--- src/rtl/axi_lite_master.sv ---
// Single-outstanding AXI4-Lite master that turns local cmd/rsp handshakes into AXI transactions.
// Define AXIL_MASTER_TIMEOUT_EN to add a watchdog that aborts a stalled transaction after TIMEOUT_CYCLES.
module axi_lite_master #(
  parameter int ADDR_WIDTH     = 32,
  parameter int DATA_WIDTH     = 32,
  parameter int TIMEOUT_CYCLES = 64
) (
  input  logic                  ACLK,
  input  logic                  ARESETn,
  input  logic                  cmd_valid,
  output logic                  cmd_ready,
  input  logic                  cmd_write,
  input  logic [ADDR_WIDTH-1:0] cmd_addr,
  input  logic [DATA_WIDTH-1:0] cmd_wdata,
  output logic                  rsp_valid,
  input  logic                  rsp_ready,
  output logic [DATA_WIDTH-1:0] rsp_rdata,
  output logic [1:0]            rsp_resp,
  output logic                  rsp_timeout,
  output logic [ADDR_WIDTH-1:0] AWADDR,
  output logic                  AWVALID,
  input  logic                  AWREADY,
  output logic [DATA_WIDTH-1:0] WDATA,
  output logic                  WVALID,
  input  logic                  WREADY,
  input  logic [1:0]            BRESP,
  input  logic                  BVALID,
  output logic                  BREADY,
  output logic [ADDR_WIDTH-1:0] ARADDR,
  output logic                  ARVALID,
  input  logic                  ARREADY,
  input  logic [DATA_WIDTH-1:0] RDATA,
  input  logic [1:0]            RRESP,
  input  logic                  RVALID,
  output logic                  RREADY
);

  typedef enum logic [2:0] {IDLE, WR_REQ, WR_RESP, RD_REQ, RD_DATA, RSP} state_t;

  state_t state;
  logic   aw_done;
  logic   w_done;

  // A write channel counts as finished once its beat is taken now or was taken earlier.
  assign aw_done = !AWVALID || AWREADY;
  assign w_done  = !WVALID  || WREADY;

`ifdef AXIL_MASTER_TIMEOUT_EN
  localparam int CW = $clog2(TIMEOUT_CYCLES + 1);

  logic [CW-1:0] wdog;
  logic          wdog_hit;
  logic          timeout_q;

  assign wdog_hit    = (state != IDLE) && (state != RSP) && (wdog == CW'(TIMEOUT_CYCLES - 1));
  assign rsp_timeout = timeout_q;
`else
  assign rsp_timeout = (TIMEOUT_CYCLES < 0);
`endif

  always_ff @(posedge ACLK or negedge ARESETn) begin
    if (!ARESETn) begin
      state     <= IDLE;
      cmd_ready <= 1'b0;
      rsp_valid <= 1'b0;
      rsp_rdata <= '0;
      rsp_resp  <= 2'b00;
      AWADDR    <= '0;
      AWVALID   <= 1'b0;
      WDATA     <= '0;
      WVALID    <= 1'b0;
      BREADY    <= 1'b0;
      ARADDR    <= '0;
      ARVALID   <= 1'b0;
      RREADY    <= 1'b0;
`ifdef AXIL_MASTER_TIMEOUT_EN
      wdog      <= '0;
      timeout_q <= 1'b0;
`endif
    end else begin
`ifdef AXIL_MASTER_TIMEOUT_EN
      if (state != IDLE && state != RSP)
        wdog <= wdog + CW'(1);
`endif
      case (state)
        IDLE: begin
          cmd_ready <= 1'b1;
          if (cmd_valid && cmd_ready) begin
            cmd_ready <= 1'b0;
`ifdef AXIL_MASTER_TIMEOUT_EN
            wdog      <= '0;
`endif
            if (cmd_write) begin
              state   <= WR_REQ;
              AWADDR  <= cmd_addr;
              WDATA   <= cmd_wdata;
              AWVALID <= 1'b1;
              WVALID  <= 1'b1;
            end else begin
              state   <= RD_REQ;
              ARADDR  <= cmd_addr;
              ARVALID <= 1'b1;
            end
          end
        end
        WR_REQ: begin
          if (AWVALID && AWREADY)
            AWVALID <= 1'b0;
          if (WVALID && WREADY)
            WVALID <= 1'b0;
          if (aw_done && w_done) begin
            state  <= WR_RESP;
            BREADY <= 1'b1;
          end
        end
        WR_RESP: begin
          if (BVALID) begin
            rsp_resp  <= BRESP;
            BREADY    <= 1'b0;
            rsp_valid <= 1'b1;
            state     <= RSP;
          end
        end
        RD_REQ: begin
          if (ARREADY) begin
            ARVALID <= 1'b0;
            RREADY  <= 1'b1;
            state   <= RD_DATA;
          end
        end
        RD_DATA: begin
          if (RVALID) begin
            rsp_rdata <= RDATA;
            rsp_resp  <= RRESP;
            RREADY    <= 1'b0;
            rsp_valid <= 1'b1;
            state     <= RSP;
          end
        end
        RSP: begin
          if (rsp_ready) begin
            rsp_valid <= 1'b0;
            cmd_ready <= 1'b1;
            state     <= IDLE;
`ifdef AXIL_MASTER_TIMEOUT_EN
            timeout_q <= 1'b0;
`endif
          end
        end
        default: state <= IDLE;
      endcase
`ifdef AXIL_MASTER_TIMEOUT_EN
      // Watchdog abort overrides any handshake landing on the same edge.
      if (wdog_hit) begin
        AWVALID   <= 1'b0;
        WVALID    <= 1'b0;
        BREADY    <= 1'b0;
        ARVALID   <= 1'b0;
        RREADY    <= 1'b0;
        rsp_valid <= 1'b1;
        rsp_resp  <= 2'b10;
        timeout_q <= 1'b1;
        state     <= RSP;
      end
`endif
    end
  end

endmodule

--- config.mk ---
export PLATFORM = sky130hd
export DESIGN_NAME = axi_lite_master
export DESIGN_NICKNAME = d
export VERILOG_FILES = /design/src/rtl/axi_lite_master.sv
export SDC_FILE = /design/constraint.sdc
export NUM_CORES = 1
export LEC_CHECK = 0
export ABC_AREA = 1
export BUFFER_PORTS_ARGS = -buffer_cell sky130_fd_sc_hd__buf_2
export CAP_MARGIN = 20
export CORE_AREA = 3 3 109 111
export DETAILED_ROUTE_END_ITERATION = 6
export DIE_AREA = 0 0 112 114
export HOLD_SLACK_MARGIN = 0.08
export PLACE_DENSITY = 0.89
export SETUP_SLACK_MARGIN = 0.3
export SYNTH_ARGS = -nofsm -noshare
export SYNTH_HDL_FRONTEND = slang
export SYNTH_SLANG_ARGS = --single-unit
--- constraint.sdc ---
create_clock -name ACLK -period 3.9 [get_ports ACLK]
set_clock_uncertainty 0.15 [all_clocks]
set_input_delay 1.17 -clock ACLK [delete_from_list [all_inputs] [get_ports ACLK]]
set_output_delay 1.17 -clock ACLK [all_outputs]
set_load 0.05 [all_outputs]
* Word level (Yosys, flattened, before mapping)
Index checks and enable logic that the tools add are counted.
** Storage, ports and cells
- Register bits after elaboration :: 140
- Latch bits :: 0
- RAM bits :: 0
- Memory bits (read-only) :: 0
- Output and inout bits :: 138
- Word-level logic and storage cells :: 91
- Memories :: 0
** Operators by class
- Add/sub/neg operators :: 0
- Multipliers :: 0
- Divide/modulo/power cells :: 0
- Order comparisons :: 0
- Eq/ne operators :: 15
- Shift operators :: 0
- Muxes and demuxes :: 34
- Bitwise logic cells :: 1
- Reduce and logical (&&, ||, !) cells :: 28
** Operators by type and width (count)
- $ne A2 B2 Y1 const B :: 10
- $mux W3 :: 6
- $pmux W3 S6 :: 1
- $mux W1 :: 16
- $reduce_and A4 Y1 :: 4
- $reduce_and A3 Y1 :: 5
- $pmux W1 S2 :: 6
- $reduce_bool A2 Y1 :: 6
- $eq A3 B2 Y1 const B :: 2
- $eq A3 B3 Y1 const B :: 2
- $mux W2 :: 3
- $reduce_and A6 Y1 :: 1
- $logic_and A1 B1 Y1 :: 4
- $pmux W2 S2 :: 1
- $reduce_and A2 Y1 :: 2
- $eq A3 B1 Y1 const B :: 1
- $logic_not A3 Y1 :: 1
- $pmux W1 S3 :: 1
- $reduce_bool A3 Y1 :: 1
- $logic_not A1 Y1 :: 2
- $logic_or A1 B1 Y1 :: 2
- $not A1 Y1 :: 1

* Logic depth before layout (Yosys ltp)
Gate-level depths: netlist (run 1).
- Word-level depth :: 5
- Gate-level depth with buffers :: 9
- Mapped depth without buffers :: 8

* Worst setup path before layout (run 1)
Ideal clock, no wire load.
- Path type :: input port to flip-flop
- Start point :: input port cmd_valid
- End point :: register WDATA[0]
- Library setup time :: 0.067 ns
- Arrival :: 1.942 ns
- Required time :: 3.683 ns
- Setup slack :: 1.741 ns
- Stages :: 6
- Buffers on the path :: 2
- Cells stage by stage :: nand3_1 -> nor2_4 -> buf_4 -> buf_6 -> nand2_1 -> nand2_1
** Between the ends
- Cells in the longest elaborated chain, start to end :: 2
** Ends and longest elaborated chain
- start: declaration :: line 10 : input logic cmd_valid,
- $logic_and A1 B1 Y1 :: line 88 : if (cmd_valid && cmd_ready) begin
- $reduce_and A3 Y1 (no line)
- end signal: assignment :: line 96 : WDATA <= cmd_wdata;
- end: declaration :: line 23 : output logic [DATA_WIDTH-1:0] WDATA,
Every way passes these cells.
A chain may end at the register's enable or synchronous reset.

* Final worst setup path (run 1)
- Start point :: register cmd_ready
- End point :: output port cmd_ready
** RTL lines
- start: declaration :: line 11 : output logic cmd_ready,
- start signal: assignment :: line 64 : cmd_ready <= 1'b0;
- start signal: assignment :: line 87 : cmd_ready <= 1'b1;
- start signal: assignment :: line 89 : cmd_ready <= 1'b0;
No word-level cell between the ends.

==> results of run 1 <==
placed cells by master, fill, tap and decap left out:
cell type and n:
bufinv_16 4, clkinvlp_4 4, clkinv_2 2, nor2_1 38, nand2_4 1, clkbuf_1 1
nand4_1 1, buf_4 3, inv_6 1, o21ai_0 67, clkinv_4 3, nand2_1 231
conb_1 1, nand3_1 12, a21oi_1 33, nor2_4 3, nand3b_1 2, buf_2 245
dfrtp_1 140, inv_1 45, inv_2 1, clkbuf_8 1, nand3_2 1, buf_6 1
clkbuf_16 16, o21bai_1 3, buf_12 2
final cells by class:
type	instances	area, um^2
flip-flops and latches	140	3503
multi-input cells	393	1673
clock buffers	18	417.9
clock inverters	14	195.2
inverters	46	172.7
well taps	140	175.2
repair buffers	251	1300
fillers	871	3451
worst min-delay path: stages (launching register included):
cell and delay, ns:
dfrtp_1 0.34, nand2_1 0.05, nand2_1 0.04
worst paths after layout:
| kind | startpoint | depth (start not counted) | to |
|---|---|---|---|
| setup / recovery | cmd_ready | 1 | cmd_ready |
| hold / removal | rsp_rdata[19] | 2 | rsp_rdata[19] |
| setup reg to reg | state[0] | 6 | rsp_rdata[4] |
| hold reg to reg | rsp_rdata[19] | 2 | rsp_rdata[19] |
| max in group asynchronous | ARESETn | 2 | BREADY |
| min in group asynchronous | ARESETn | 1 | AWADDR[13] |
per-layer routing:
| metal | GRT usage, % | part of all wire, % | vias to the layer above |
|---|---|---|---|
| met2 | 38.53 | 50 | 217 |
| li1 | - | - | 2379 |
| met5 | 0 | 0 | - |
| met4 | 6.170 | 1.2 | 0 |
| met3 | 7.162 | 8.0 | 14 |
| met1 | 28.53 | 41 | 2300 |
flip-flops by register name, indices dropped and copies added (netlist names):
name	flops
ARADDR	32
AWADDR	32
WDATA	32
rsp_rdata	32
state	3
rsp_resp	2
ARVALID	1
AWVALID	1
BREADY	1
RREADY	1
WVALID	1
cmd_ready	1
rsp_valid	1
metrics by stage:
step,hold slack [ns],std cells,util [%]
floorplan,0.5216,610,-
CTS,0.3178,1002,68.31
detailed placement,0.3031,970,62.68
global placement,0.3006,970,62.68
finish,0.3167,1002,68.31
global route,0.3312,1002,68.31
cell families after synthesis:
kind of cell / Yosys count / synth area share, %
buffers and inverters: 77 / 6.068
AOI/OAI and AO/OA: 103 / 9.500
other: 1 / 0.06812
DFF: 140 / 63.64
and+or+nand+nor: 289 / 20.73
==> results.sh, run 1 <==
export IMPL_portBuffers=246
export IMPL_critPathMaxFanout=4
export IMPL_synthCells=610
export IMPL_synthArstFlopShare_pct=100.0
export IMPL_die_w_um=112
export IMPL_cp_data_arrival_time_ns=1.19
export IMPL_report_final_slew_viol_count=0
export IMPL_post_route_period_util_pct=64.44
export IMPL_clock_sinks=140
export IMPL_status="finished, final reports clean"
export IMPL_grt_start_max_net_pins=99
export IMPL_rsz0062_at_grt="false"
export IMPL_drt_iter0_drc=450
export IMPL_ctsHoldBuffers=0
export IMPL_cts_root_buf="clkbuf_8"
export IMPL_postRouteAntennaNets=0
export IMPL_num_vias=4910
export IMPL_crit_type="register to output port"
export IMPL_antenna_cells=0
export IMPL_insertion_delay_ns=0.49
export IMPL_via_per_inst=4.900
export IMPL_grt_first_pass_wirelength_um=23450
export IMPL_path_clk_slew_ns=0.06
export IMPL_finalCriticalPeriod_ns=2.513
export IMPL_drt_pass1_iterations=5
export IMPL_grt_usage_pct=22.74
export IMPL_yosysTopAreaCellShare_pct=63.64
export IMPL_post_dp_hpwl_um=10290
export IMPL_worst_path_buf_inv=1
export IMPL_slew_headroom_pct=53.98
export IMPL_synth_common_cells="231 x nand2_1, 140 x dfrtp_1, 67 x o21ai_0"
export IMPL_grt_ovfl_total=0
export IMPL_synthTopCellsByArea="dfrtp_1 64%, nand2_1 16%, o21ai_0 6.1%"
export IMPL_synth_most_common_cell="nand2_1"
export IMPL_start_kind="register"
export IMPL_ctsResizeCount=0
export IMPL_yosys_warnings=0
export IMPL_required_ns=2.58
export IMPL_clk_path_buf_depth=2
export IMPL_initial_utilization_pct=50.56
export IMPL_dp_slack_ns=1.065
export IMPL_drt_wl_total_um=14640
export IMPL_postCtsSetupBuffers=0
export IMPL_critPathMaxStageDelay_ns=0.40
export IMPL_maxCapViolCount=0
export IMPL_wl_per_cell_um=14.61
export IMPL_worst_slew_pin_slew_ns=0.6887
export IMPL_grt_pass1_vias=4861
export IMPL_final_cell_area_um2=7437
export IMPL_synth_largest_area_cell="dfrtp_1"
export IMPL_cp_slowest_cell="dfrtp_1"
export IMPL_synth_seq_cells=140
export IMPL_ioPinCount=248
export IMPL_netlist_area_um2=5505
export IMPL_gp_congestion=0.8727
export IMPL_synthFlopType="dfrtp_1"
export IMPL_setup_violations=0
export IMPL_nNetsFinal=959
export IMPL_drive_gt1_share_pct=33.41
export IMPL_dieHeight_um=114
export IMPL_htree_levels=4
export IMPL_hold_viol=0
export IMPL_avgSynthCellArea_um2=9.025
export IMPL_cts_tree="built"
export IMPL_tns_ns=0
export IMPL_worstSetupEndpointType="output port"
export IMPL_die_area_um2=12770
export IMPL_setup_slack_ns=1.387
export IMPL_max_freq_mhz=397.9
export IMPL_rrSetupSlack_ns=1.46
export IMPL_numCtsBuffers=17
export IMPL_coreArea_um2=10890
export IMPL_hold_path_class="register to register"
export IMPL_synth_seq_area_share_pct=63.64
export IMPL_yosysUniqueCellTypes=18
export IMPL_route_detailed_drc=0
export IMPL_syn_num_nets=720
export IMPL_num_rows=38
export IMPL_cp_cell_sequence="buf_2"
export IMPL_placed_area_um2=6824
export IMPL_area_delta_synth_final_pct=35.09
export IMPL_synth_edf_count=0
export IMPL_antenna_found_initial=0
export IMPL_critical_path_top_delay_family="flip-flops"
Power of run 1 is not shown: default switching activity piles up to over one toggle a cycle in this logic, so the estimate is an artifact.
==> run 2: changes to the inputs <==
--- a/config.mk
+++ b/config.mk
@@ -8,11 +8,11 @@
 export ABC_AREA = 1
 export BUFFER_PORTS_ARGS = -buffer_cell sky130_fd_sc_hd__buf_2
 export CAP_MARGIN = 20
-export CORE_AREA = 3 3 109 111
+export CORE_AREA = 3 3 113 115
 export DETAILED_ROUTE_END_ITERATION = 6
-export DIE_AREA = 0 0 112 114
+export DIE_AREA = 0 0 116 118
 export HOLD_SLACK_MARGIN = 0.08
-export PLACE_DENSITY = 0.89
+export PLACE_DENSITY = 0.84
 export SETUP_SLACK_MARGIN = 0.3
 export SYNTH_ARGS = -nofsm -noshare
 export SYNTH_HDL_FRONTEND = slang
==> constraint.sdc (replaced) <==
create_clock -name ACLK -period 2.4 [get_ports ACLK]
set_clock_uncertainty 0.15 [all_clocks]
set_input_delay 0.72 -clock ACLK [delete_from_list [all_inputs] [get_ports ACLK]]
set_output_delay 0.72 -clock ACLK [all_outputs]
set_load 0.05 [all_outputs]
==> run 2 against run 1 <==
Final area rose by 1.9%. Largest cell class unchanged. Global-route usage fell by 2.3 points. Sequential share of layout area fell by 0.86 points. Sequential cell count did not move.
==> results.sh, run 2 (synthesis results as in run 1) <==
export IMPL_rrSetupSlack_ns=0.54
export IMPL_top_layer="met4"
export IMPL_clock_sinks=140
export IMPL_cts_tree="built"
export IMPL_hold_viol=0
export IMPL_postCtsSetupBuffers=0
export IMPL_max_freq_mhz=510.0
export IMPL_slew_headroom_pct=65.29
export IMPL_setup_violations=0
export IMPL_clk_path_buf_depth=2
export IMPL_die_w_um=116
export IMPL_critPathMaxStageDelay_ns=0.40
export IMPL_antenna_found_initial=0
export IMPL_path_clk_slew_ns=0.05
export IMPL_initial_utilization_pct=46.22
export IMPL_wl_met3_um=1151
export IMPL_htree_levels=4
export IMPL_ctsHoldBuffers=0
export IMPL_final_cell_area_um2=7575
export IMPL_crit_type="register to output port"
export IMPL_grt_pass1_vias=4541
export IMPL_area_delta_synth_final_pct=37.59
export IMPL_cts_root_buf="clkbuf_16"
export IMPL_nNetsFinal=966
export IMPL_cp_cell_sequence="buf_2"
export IMPL_wl_per_cell_um=13.66
export IMPL_postRouteAntennaNets=0
export IMPL_final_cell_mix="245 x buf_2, 231 x nand2_1, 140 x dfrtp_1"
export IMPL_critPathMaxFanout=4
export IMPL_ctsResizeCount=0
export IMPL_hold_path_class="input port to async pin"
export IMPL_drt_pass1_iterations=5
export IMPL_grt_ovfl_total=0
export IMPL_grt_first_pass_wirelength_um=22050
export IMPL_grt_start_max_net_pins=66
export IMPL_status="finished, final reports clean"
export IMPL_critical_path_top_delay_family="flip-flops"
export IMPL_worst_slew_pin_slew_ns=0.5199
export IMPL_route_detailed_drc=0
export IMPL_insertion_delay_ns=0.40
export IMPL_whs_ns=0.1077
export IMPL_required_ns=1.53
export IMPL_antenna_cells=0
export IMPL_numCtsBuffers=17
export IMPL_cp_slowest_cell="dfrtp_1"
export IMPL_cp_data_arrival_time_ns=1.09
export IMPL_coreArea_um2=11910
export IMPL_drt_wl_total_um=13880
export IMPL_drive_gt1_share_pct=33.83
export IMPL_placed_area_um2=6910
export IMPL_start_kind="register"
export IMPL_tns_ns=0
export IMPL_gp_congestion=0.8375
export IMPL_num_rows=40
export IMPL_worstSetupEndpointType="output port"
export IMPL_maxCapViolCount=0
export IMPL_rsz0062_at_grt="false"
export IMPL_die_area_um2=13690
export IMPL_finalCriticalPeriod_ns=1.961
export IMPL_wl_met2_um=6755
export IMPL_num_vias=4837
export IMPL_post_dp_hpwl_um=10100
export IMPL_report_final_slew_viol_count=0
export IMPL_dieHeight_um=118
export IMPL_ioPinCount=248
export IMPL_via_per_inst=4.761
export IMPL_worst_path_buf_inv=1
export IMPL_grt_usage_pct=20.44
export IMPL_portBuffers=246
export IMPL_post_route_period_util_pct=81.71
export IMPL_drt_iter0_drc=335
export IMPL_wl_met1_um=5697
export IMPL_final_common_cell="buf_2"
-- run 2: layer usage --
metal  up-vias  GRT usage [%]
met1      2213          25.39
met5         -              0
met2       202          32.41
met4         0          9.500
li1       2394              -
met3        28          6.272
-- run 2: cell type report --
cell class	count	area [um^2]
Inverter	46	172.7
Fill cell	970	4337
Multi-Input combinational cell	393	1673
Timing Repair Buffer	258	1378
Clock inverter	12	217.7
Clock buffer	20	446.7
Sequential cell	140	3503
Tap cell	147	183.9
-- run 2: path summary, 6_finish.rpt --
kind                          startpoint            end  depth (start not counted)
max                            cmd_ready      cmd_ready                          1
min                              ARESETn  rsp_rdata[15]                          1
max reg2reg                     state[0]     AWADDR[22]                          6
min reg2reg                rsp_rdata[24]  rsp_rdata[24]                          2
max in group asynchronous        ARESETn      WDATA[29]                          2
min in group ACLK          rsp_rdata[24]  rsp_rdata[24]                          2
-- run 2: metrics by stage --
step,util (%),instances,setup slack [ns]
2_1_floorplan,-,610,0.6593
5_1_grt,63.59,1016,0.3996
4_1_cts,63.59,1016,0.4082
3_3_place_gp,58.01,984,0.4477
3_5_place_dp,58.01,984,0.3521
6_report,63.59,1016,0.4391
Power of run 2 is left out for the same reason.
==> run 3: changes to the inputs <==
==> constraint.sdc (replaced) <==
create_clock -name ACLK -period 1.9 [get_ports ACLK]
set_clock_uncertainty 0.15 [all_clocks]
set_input_delay 0.57 -clock ACLK [delete_from_list [all_inputs] [get_ports ACLK]]
set_output_delay 0.57 -clock ACLK [all_outputs]
set_load 0.05 [all_outputs]
==> run 3 against run 2 <==
Sequential cell count stayed put. Critical path type is now register to register. The flow now finishes with violations (setup timing). Core utilization up 22 points. Critical endpoint is now rsp_rdata[16]. Cell count grew 12%.
==> results.sh, run 3 (synthesis results as in run 1) <==
export IMPL_status="complete, but fails checks"
export IMPL_violations="setup timing"
export IMPL_via_per_inst=5.556
export IMPL_die_w_um=116
export IMPL_crit_type="register to register"
export IMPL_insertion_delay_ns=0.42
export IMPL_cts_tree="built"
export IMPL_clk_path_buf_depth=2
export IMPL_power_density_nw_per_um2=2206
export IMPL_maxCapViolCount=0
export IMPL_drt_pass1_iterations=5
export IMPL_ioPinCount=248
export IMPL_postRouteAntennaNets=0
export IMPL_route_detailed_drc=0
export IMPL_num_rows=40
export IMPL_cp_data_arrival_time_ns=2.09
export IMPL_portBuffers=246
export IMPL_antenna_found_initial=1
export IMPL_peakVddDrop_mv=1.678
export IMPL_initial_utilization_pct=46.22
export IMPL_drive_gt1_share_pct=52.74
export IMPL_critPathMaxStageDelay_ns=0.47
export IMPL_drt_iter0_drc=627
export IMPL_grt_first_pass_wirelength_um=28080
export IMPL_hold_viol=0
export IMPL_wl_per_cell_um=22.43
export IMPL_setup_violations=1
export IMPL_final_common_cell="nand2_1"
export IMPL_final_cells=1134
export IMPL_htree_levels=4
export IMPL_dp_cells=986
export IMPL_tns_ns=-0.0009839
export IMPL_drt_wl_total_um=25440
export IMPL_die_area_um2=13690
export IMPL_multi_input_area_um2=2131
export IMPL_coreArea_um2=11910
export IMPL_post_dp_hpwl_um=10250
export IMPL_max_freq_mhz=526.0
export IMPL_num_vias=6301
export IMPL_cts_root_buf="clkbuf_16"
export IMPL_final_seq_area_um2=3507
export IMPL_grt_pass1_vias=5631
export IMPL_n_fill_cell=557
export IMPL_finalCriticalPeriod_ns=1.901
export IMPL_report_final_slew_viol_count=0
export IMPL_final_cell_mix="168 x nand2_1, 145 x buf_6, 137 x dfrtp_1"
export IMPL_numCtsBuffers=17
export IMPL_grt_ovfl_total=0
export IMPL_setup_slack_ns=-0.0009839
export IMPL_grt_start_max_net_pins=41
export IMPL_hold_path_class="input port to register"
export IMPL_area_delta_synth_final_pct=84.96
export IMPL_nNetsFinal=1084
export IMPL_cp_slowest_cell="dfrtp_2"
export IMPL_cp_cell_sequence="nor2_4 -> buf_4 -> nand2_4 -> nor2_4 -> buf_12 -> clkbuf_16 -> nand2_1 -> nand2_1"
export IMPL_path_clk_slew_ns=0.06
export IMPL_rsz0062_at_grt="true"
export IMPL_post_route_period_util_pct=100.1
export IMPL_start_kind="register"
export IMPL_clock_sinks=140
export IMPL_required_ns=2.09
export IMPL_worstSetupEndpointType="register"
export IMPL_grt_usage_pct=26.33
export IMPL_critPathMaxFanout=16
export IMPL_leakage_nw=5.424
export IMPL_power_mw=22.46
export IMPL_dieHeight_um=118
export IMPL_gp_congestion=0.8767
run 3: metal layers:
| metal | wire length, um | vias to the layer above | part of all wire [%] | GRT usage (%) |
|---|---|---|---|---|
| li1 | - | 2640 | - | - |
| met1 | 8521 | 3029 | 33 | 30.15 |
| met2 | 12860 | 490 | 51 | 44.75 |
| met3 | 2396 | 142 | 9.4 | 8.226 |
| met4 | 1663 | 0 | 6.5 | 11.46 |
| met5 | 0 | - | 0 | 0 |
run 3: layout make-up:
cell class              count  area share [%]
diodes                      1         0.02458
clock buffers              24           4.829
clock inverters             7          0.8602
inverters                  46           1.819
multi-input cells         393           20.93
flip-flops and latches    140           34.44
well taps                 147           1.806
repair buffers            375           35.21
repair inverters            1         0.08602
run 3: final timing paths:
kind,startpoint,end,slack (ns),cells after the start
hold / removal,cmd_wdata[22],WDATA[22],0.20,3
setup reg to reg,state[1],rsp_rdata[16],-0.001,8
hold reg to reg,WDATA[24],WDATA[24],0.36,2
setup / recovery,state[1],rsp_rdata[16],-0.001,8
max in group asynchronous,ARESETn,ARADDR[15],0.53,3
min in group asynchronous,ARESETn,rsp_rdata[20],0.48,2
run 3: critical path: cells and delay by family, from the launching register on:
| kind | cells | cell delay, ns |
|---|---|---|
| simple gates | 5 | 0.69 |
| flops | 1 | 0.47 |
| buf+inv | 3 | 0.51 |
run 3: repair_timing:
item | in CTS | in global routing
gates resized for setup | 281 | 196
pin swaps | 2 | 13
buffers inserted | 42 | 47
hold buffers | 1 | 0
endpoints found under the setup margin | 214 | 269
endpoints found under the hold margin | 30 | 0
cloned | 1 | 25
run 3: power by group:
| part | switching (mW) | total (mW) | internal (mW) | leakage, nW |
|---|---|---|---|---|
| Clock | 1.31 | 3.37 | 2.06 | 0.286 |
| Combinational | 8.31 | 13.4 | 5.08 | 3.43 |
| Sequential | 1.32 | 5.71 | 4.39 | 1.71 |
| Total | 10.9 | 22.5 | 11.5 | 5.42 |
run 3: metrics by stage:
stage	area (um^2)	setup WS (ns)	hold WS (ns)	utilization [%]
2_1_floorplan	5507	0.3394	0.1244	-
3_3_place_gp	6952	0.2105	0.2985	58.36
3_5_place_dp	6952	0.1315	0.3040	58.36
4_1_cts	8753	0.1618	0.1823	73.49
5_1_grt	10180	-0.04344	0.2017	85.48
6_report	10180	-0.0009839	0.2045	85.48
Note: power is estimated with default switching activity, not from simulation.
